===== src/rtl/dvbc_srrc_rx.sv =====
// Receive-side SRRC matched filter for DVB-C: 2 samples/symbol in, one I/Q symbol out per pair.
// Time-multiplexed MAC (one multiplier per rail, one tap per cycle) with run-time loadable taps.
module dvbc_srrc_rx #(
  parameter int DATA_W = 10,
  parameter int COEF_W = 12,
  parameter int OUT_W  = 10,
  parameter int NTAPS  = 33,
  parameter int SHIFT  = 11
) (
  input  logic                       clk,
  input  logic                       rst,
  input  logic                       in_valid,
  output logic                       in_ready,
  input  logic                       in_sync,
  input  logic [DATA_W-1:0]          in_i,
  input  logic [DATA_W-1:0]          in_q,
  input  logic                       coef_we,
  input  logic [$clog2(NTAPS)-1:0]   coef_addr,
  input  logic [COEF_W-1:0]          coef_data,
  output logic                       out_valid,
  output logic [OUT_W-1:0]           out_i,
  output logic [OUT_W-1:0]           out_q
);

  localparam int AW    = $clog2(NTAPS);
  localparam int PW    = DATA_W + COEF_W;
  localparam int ACC_W = PW + AW;

  localparam logic signed [ACC_W:0] RND  = (ACC_W+1)'(2**(SHIFT-1));
  localparam logic signed [ACC_W:0] MAXV = (ACC_W+1)'(2**(OUT_W-1) - 1);
  localparam logic signed [ACC_W:0] MINV = -((ACC_W+1)'(2**(OUT_W-1)));

  typedef enum logic [1:0] {
    IDLE = 2'd0,
    MAC  = 2'd1,
    OUT  = 2'd2
  } state_t;

  state_t                    state_q, state_d;
  logic                      phase_q, phase_d;
  logic [AW-1:0]             k_q;
  logic signed [DATA_W-1:0]  di_q [NTAPS];
  logic signed [DATA_W-1:0]  dq_q [NTAPS];
  logic signed [COEF_W-1:0]  coef_q [NTAPS];
  logic signed [ACC_W-1:0]   acc_i_q, acc_q_q;
  logic signed [ACC_W-1:0]   sum_i, sum_q;
  logic signed [PW-1:0]      prod_i, prod_q;
  logic [OUT_W-1:0]          out_i_q, out_q_q;
  logic                      accept, pair_done, coef_wr, last_tap;

  // Round half toward +inf, then clamp to the signed output range.
  function automatic logic [OUT_W-1:0] round_sat(input logic signed [ACC_W-1:0] a);
    logic signed [ACC_W:0] r;
    r = ($signed({a[ACC_W-1], a}) + RND) >>> SHIFT;
    if (r > MAXV) return MAXV[OUT_W-1:0];
    if (r < MINV) return MINV[OUT_W-1:0];
    return r[OUT_W-1:0];
  endfunction

  always_comb begin
    // OUT also accepts, so a continuous stream loses only the NTAPS MAC cycles per symbol.
    in_ready  = (state_q == IDLE) || (state_q == OUT);
    accept    = in_valid && in_ready;
    pair_done = accept && !in_sync && phase_q;
    coef_wr   = coef_we && (state_q == IDLE) && (32'(coef_addr) < NTAPS);
    last_tap  = (k_q == AW'(NTAPS-1));

    phase_d = phase_q;
    if (accept) phase_d = in_sync ? 1'b1 : ~phase_q;

    state_d = state_q;
    unique case (state_q)
      IDLE, OUT: state_d = pair_done ? MAC : IDLE;
      MAC:       if (last_tap) state_d = OUT;
      default:   state_d = IDLE;
    endcase

    prod_i = PW'(di_q[k_q]) * PW'(coef_q[k_q]);
    prod_q = PW'(dq_q[k_q]) * PW'(coef_q[k_q]);
    sum_i  = acc_i_q + ACC_W'(prod_i);
    sum_q  = acc_q_q + ACC_W'(prod_q);

    out_valid = (state_q == OUT);
    out_i     = out_i_q;
    out_q     = out_q_q;
  end

  always_ff @(posedge clk) begin
    if (rst) begin
      state_q <= IDLE;
      phase_q <= 1'b0;
      k_q     <= '0;
      acc_i_q <= '0;
      acc_q_q <= '0;
      out_i_q <= '0;
      out_q_q <= '0;
      for (int unsigned j = 0; j < NTAPS; j++) begin
        di_q[j]   <= '0;
        dq_q[j]   <= '0;
        coef_q[j] <= '0;
      end
    end else begin
      state_q <= state_d;
      phase_q <= phase_d;

      if (accept) begin
        di_q[0] <= in_i;
        dq_q[0] <= in_q;
        for (int unsigned j = 1; j < NTAPS; j++) begin
          di_q[j] <= di_q[j-1];
          dq_q[j] <= dq_q[j-1];
        end
      end

      if (coef_wr) coef_q[coef_addr] <= coef_data;

      if (state_q == MAC) begin
        if (last_tap) begin
          out_i_q <= round_sat(sum_i);
          out_q_q <= round_sat(sum_q);
          acc_i_q <= '0;
          acc_q_q <= '0;
          k_q     <= '0;
        end else begin
          acc_i_q <= sum_i;
          acc_q_q <= sum_q;
          k_q     <= k_q + AW'(1);
        end
      end
    end
  end

endmodule


===== config.mk =====
export PLATFORM = sky130hd
export DESIGN_NAME = dvbc_srrc_rx
export DESIGN_NICKNAME = d
export VERILOG_FILES = /design/src/rtl/dvbc_srrc_rx.sv
export SDC_FILE = /design/constraint.sdc
export NUM_CORES = 2
export LEC_CHECK = 0
export BUFFER_PORTS_ARGS = -buffer_cell sky130_fd_sc_hd__buf_2
export CORE_MARGIN = 2
export CORE_UTILIZATION = 55
export CTS_CLUSTER_DIAMETER = 30
export DETAILED_ROUTE_END_ITERATION = 8
export PLACE_DENSITY = 0.71
export RECOVER_POWER = 50
export SLEW_MARGIN = 20
export SYNTH_ARGS = -nofsm -noshare
export SYNTH_HDL_FRONTEND = slang
export SYNTH_SLANG_ARGS = --single-unit

===== constraint.sdc =====
create_clock -name clk -period 27.4 [get_ports clk]
set_input_delay 8.22 -clock clk [delete_from_list [all_inputs] [get_ports clk]]
set_output_delay 8.22 -clock clk [all_outputs]
set_load 0.005 [all_outputs]

==> flow_metrics.env <==
export IMPL_slowest_delay_ps=6270
export IMPL_worstSkewPairLatency_ps=910
export IMPL_final_cell_mix="edfxtp_1, and2_1, mux4_2"
export IMPL_synth_edf_count=1428
export IMPL_slew_violations=1397
export IMPL_ys_seq_area_share_pct=56.9
export IMPL_wire_per_inst_microns=21.3
export IMPL_crit_end="di_q[13][1]$_SDFFCE_PN0P_"
export IMPL_grt_pass1_wl_mm=268
export IMPL_cts_hold_buf=0
export IMPL_drtIter0Drc=3655
export IMPL_regToRegEndpoint="out_i[4]$_SDFFE_PP0P_"
export IMPL_startpoint="rst"
export IMPL_cp_top_family="buffers and inverters"
export IMPL_ff2ff_path_depth=24
export IMPL_ys_warn_count=0
export IMPL_hpwl_mm=102
export IMPL_ctsHtreeMaxLevel=5
export IMPL_post_cts_resized=0
export IMPL_dieArea_sq_um=146000
export IMPL_violations="max-capacitance violations, max-slew violations"
export IMPL_track_usage_pct=23.7
export IMPL_clkSinkCount=1519
export IMPL_setup_tns_ps=0
export IMPL_totalWireLength_mm=169
export IMPL_setup_viol=0
export IMPL_critical_path_buf_inv_count=5
export IMPL_ys_ff_latch=1519
export IMPL_p_leak_nw=35.4
export IMPL_final_common_cell="edfxtp_1"
export IMPL_end_kind="flop"
export IMPL_vdd_drop_max_uv=85.9
export IMPL_port_buffers=64
export IMPL_crit_chain="clkbuf_1, nor2_4, clkbuf_1, buf_4, buf_4, buf_4, and2_1"
export IMPL_outcome="finished, violations left"
export IMPL_antenna_found_initial=8
export IMPL_die_w_microns=382
export IMPL_drive_gt1_share_pct=18.7
export IMPL_syn_area_sq_um=78600
export IMPL_hold_viol_final=0
export IMPL_final_area_sq_um=92700
export IMPL_cts_tree="built"
export IMPL_firstDrtPassIters=5
export IMPL_num_fill_cells=9837
export IMPL_cts_buffers=332
export IMPL_path_clk_slew_ps=40
export IMPL_critPathMostFrequentCell="buf_4"
export IMPL_gr_usage_met2_pct=38.9
export IMPL_power_density_nw_per_um2=93.7
export IMPL_die_y_microns=382
export IMPL_max_freq_mhz=53.2
export IMPL_place_inst=7361
export IMPL_worstMarginPinSlew_ps=9420
export IMPL_cp_required_ps=28110
export IMPL_cts_root_buf="clkbuf_16"
export IMPL_clock_skew_ps=96.8
export IMPL_netlist_instances=5300
export IMPL_hp_class="flop to flop"
export IMPL_synth_avg_cell_area_sq_um=14.8
export IMPL_gp_congestion=0.861
export IMPL_synthFlopType="edfxtp_1"
export IMPL_num_rows=138
export IMPL_max_cap_violations=19
export IMPL_floorplan_initialDensity_pct=55.4
export IMPL_grt_pass1_vias=47144
export IMPL_area_growth_synth_to_final_pct=18.0
export IMPL_grt_busiest_layer="met2"
export IMPL_drc=0
export IMPL_path_class="primary input to flop"
export IMPL_core_area_sq_um=142000
export IMPL_reg2reg_slack_ps=15170
export IMPL_synthArstFlopShare_pct=0
export IMPL_placed_area_sq_um=81900
export IMPL_gr_usage_met1_pct=31.6
export IMPL_grt_util_met3_pct=3.98
export IMPL_nNetsFinal=6290
export IMPL_post_route_min_period_ps=18800
export IMPL_critPathMaxFanout=292
export IMPL_period_share_pct=68.6
export IMPL_slowest_stage="clkbuf_1"
export IMPL_worst_path_stages=7
export IMPL_clockBufferDepth=4
export IMPL_finalNonFillerCells=7949
export IMPL_relSlewSlack_pct=-528
export IMPL_grt_remaining_overflow=0
export IMPL_start_kind="primary input"
export IMPL_routed_via_density=5.58
export IMPL_rsz0062_at_grt="false"
export IMPL_fin_hold_ws_ps=459
export IMPL_detail_route_antenna_nets=0
export IMPL_grt_start_max_net_pins=293
export IMPL_hp_start="acc_i_q[1]$_SDFFE_PP0P_"
export IMPL_cp_arrival_ps=19510
export IMPL_synth_cell_type_count=85
export IMPL_ios=65
export IMPL_vias=44391
export IMPL_post_cts_buffers=0
registers in the layout, indices dropped and copies added (netlist names), named ones only:
| signal | count |
|---|---|
| acc_i_q | 28 |
| acc_q_q | 28 |
| coef_q | 768 |
| di_q | 330 |
| dq_q | 330 |
| k_q | 6 |
| out_i | 10 |
| out_q | 10 |
| phase_q | 1 |
| state_q | 2 |
cells by family (layout without fill, tap and decap cells):
group	after synthesis	count (layout)	share of synthesized area [%]
buf+inv	728	1111	3.77
compound gates	347	347	3.07
other cells	1	377	0.00477
flops	1519	1519	56.9
fa+ha+maj	442	442	9.87
mux	471	471	13.1
xor+xnor	73	73	0.814
simple gates	1719	1719	12.5
how the worst min path moves through the flow:
stage | to | slack (ps) | depth (start not counted)
floorplan | acc_q_q[7]$_SDFFE_PP0P_ | 440 | 2
global placement | acc_q_q[0]$_SDFFE_PP0P_ | 440 | 2
detailed placement | acc_i_q[1]$_SDFFE_PP0P_ | 450 | 2
CTS | acc_i_q[1]$_SDFFE_PP0P_ | 460 | 2
global route | acc_q_q[3]$_SDFFE_PP0P_ | 480 | 2
finish | acc_i_q[1]$_SDFFE_PP0P_ | 460 | 2
synth_stat cells, types with 4 or more instances:
library cell	instances	share of area [%]
edfxtp_1	1428	55
and2_1	1073	8.5
mux4_2	444	13
inv_1	381	1.8
fa_1	296	7.5
clkbuf_1	251	1.2
nand2_1	187	0.89
nor2_1	177	0.85
ha_1	146	2.3
nor2b_1	92	0.73
dfxtp_1	91	2.3
a21oi_1	81	0.52
a22oi_1	56	0.53
o21ai_0	48	0.31
xnor2_1	48	0.53
buf_2	47	0.30
or2_2	40	0.32
nand3_1	32	0.20
buf_4	25	0.24
nand2b_1	25	0.20
xor2_1	25	0.28
mux2i_1	24	0.31
a211oi_1	21	0.20
and3_1	21	0.17
nor3_1	18	0.11
a21o_1	17	0.16
nand4_1	16	0.13
o211ai_1	16	0.15
buf_1	14	0.067
o21bai_1	14	0.13
o21a_1	12	0.11
buf_6	10	0.14
nor4_1	10	0.080
o21ai_1	7	0.045
o2bb2ai_1	7	0.078
a31oi_1	6	0.048
and4_1	6	0.067
a221oi_1	5	0.056
a211o_1	4	0.045
nand3b_1	4	0.038
o211a_1	4	0.051
o31a_1	4	0.045
stage by stage:
step / setup slack, ps / power (mW) / utilization [%]
floorplan: 1810 / 4.34 / -
detailed placement: 14920 / 4.77 / 57.7
global route: 7340 / 9.09 / 65.4
global placement: 14930 / 4.74 / 57.7
finish: 8600 / 8.69 / 65.4
CTS: 15280 / 8.73 / 65.5
worst min-delay path: cells and delay by family, from the launching register on:
| family | cells | cell delay, ps |
|---|---|---|
| AND/OR/NAND/NOR | 1 | 50 |
| AO/OA/AOI/OAI | 1 | 50 |
| flip-flops | 1 | 310 |
layout make-up:
type	count	area [sq um]	area share, %
clock buffer	364	8520	9.19
timing repair buffer	147	840	0.906
inverter	381	1430	1.54
antenna	5	12.5	0.0135
clock inverter	219	2480	2.67
sequential	1519	44700	48.2
tap	1890	2360	2.55
multi-input combinational	3424	32300	34.9
report_power, final:
group / leakage (nW) / switching, mW / total [mW] / internal, mW
combinational: 14.4 / 1.24 / 2.00 / 0.756
clock: 5.27 / 1.27 / 3.92 / 2.65
sequential: 15.7 / 0.0633 / 2.77 / 2.71
total: 35.4 / 2.58 / 8.69 / 6.11
per-layer routing:
layer,wire length (microns),share of wire [%]
met2,84100,50
met5,0,0
met4,6120,3.6
met3,9180,5.4
met1,70000,41
Power figures use the tool's default switching activity.
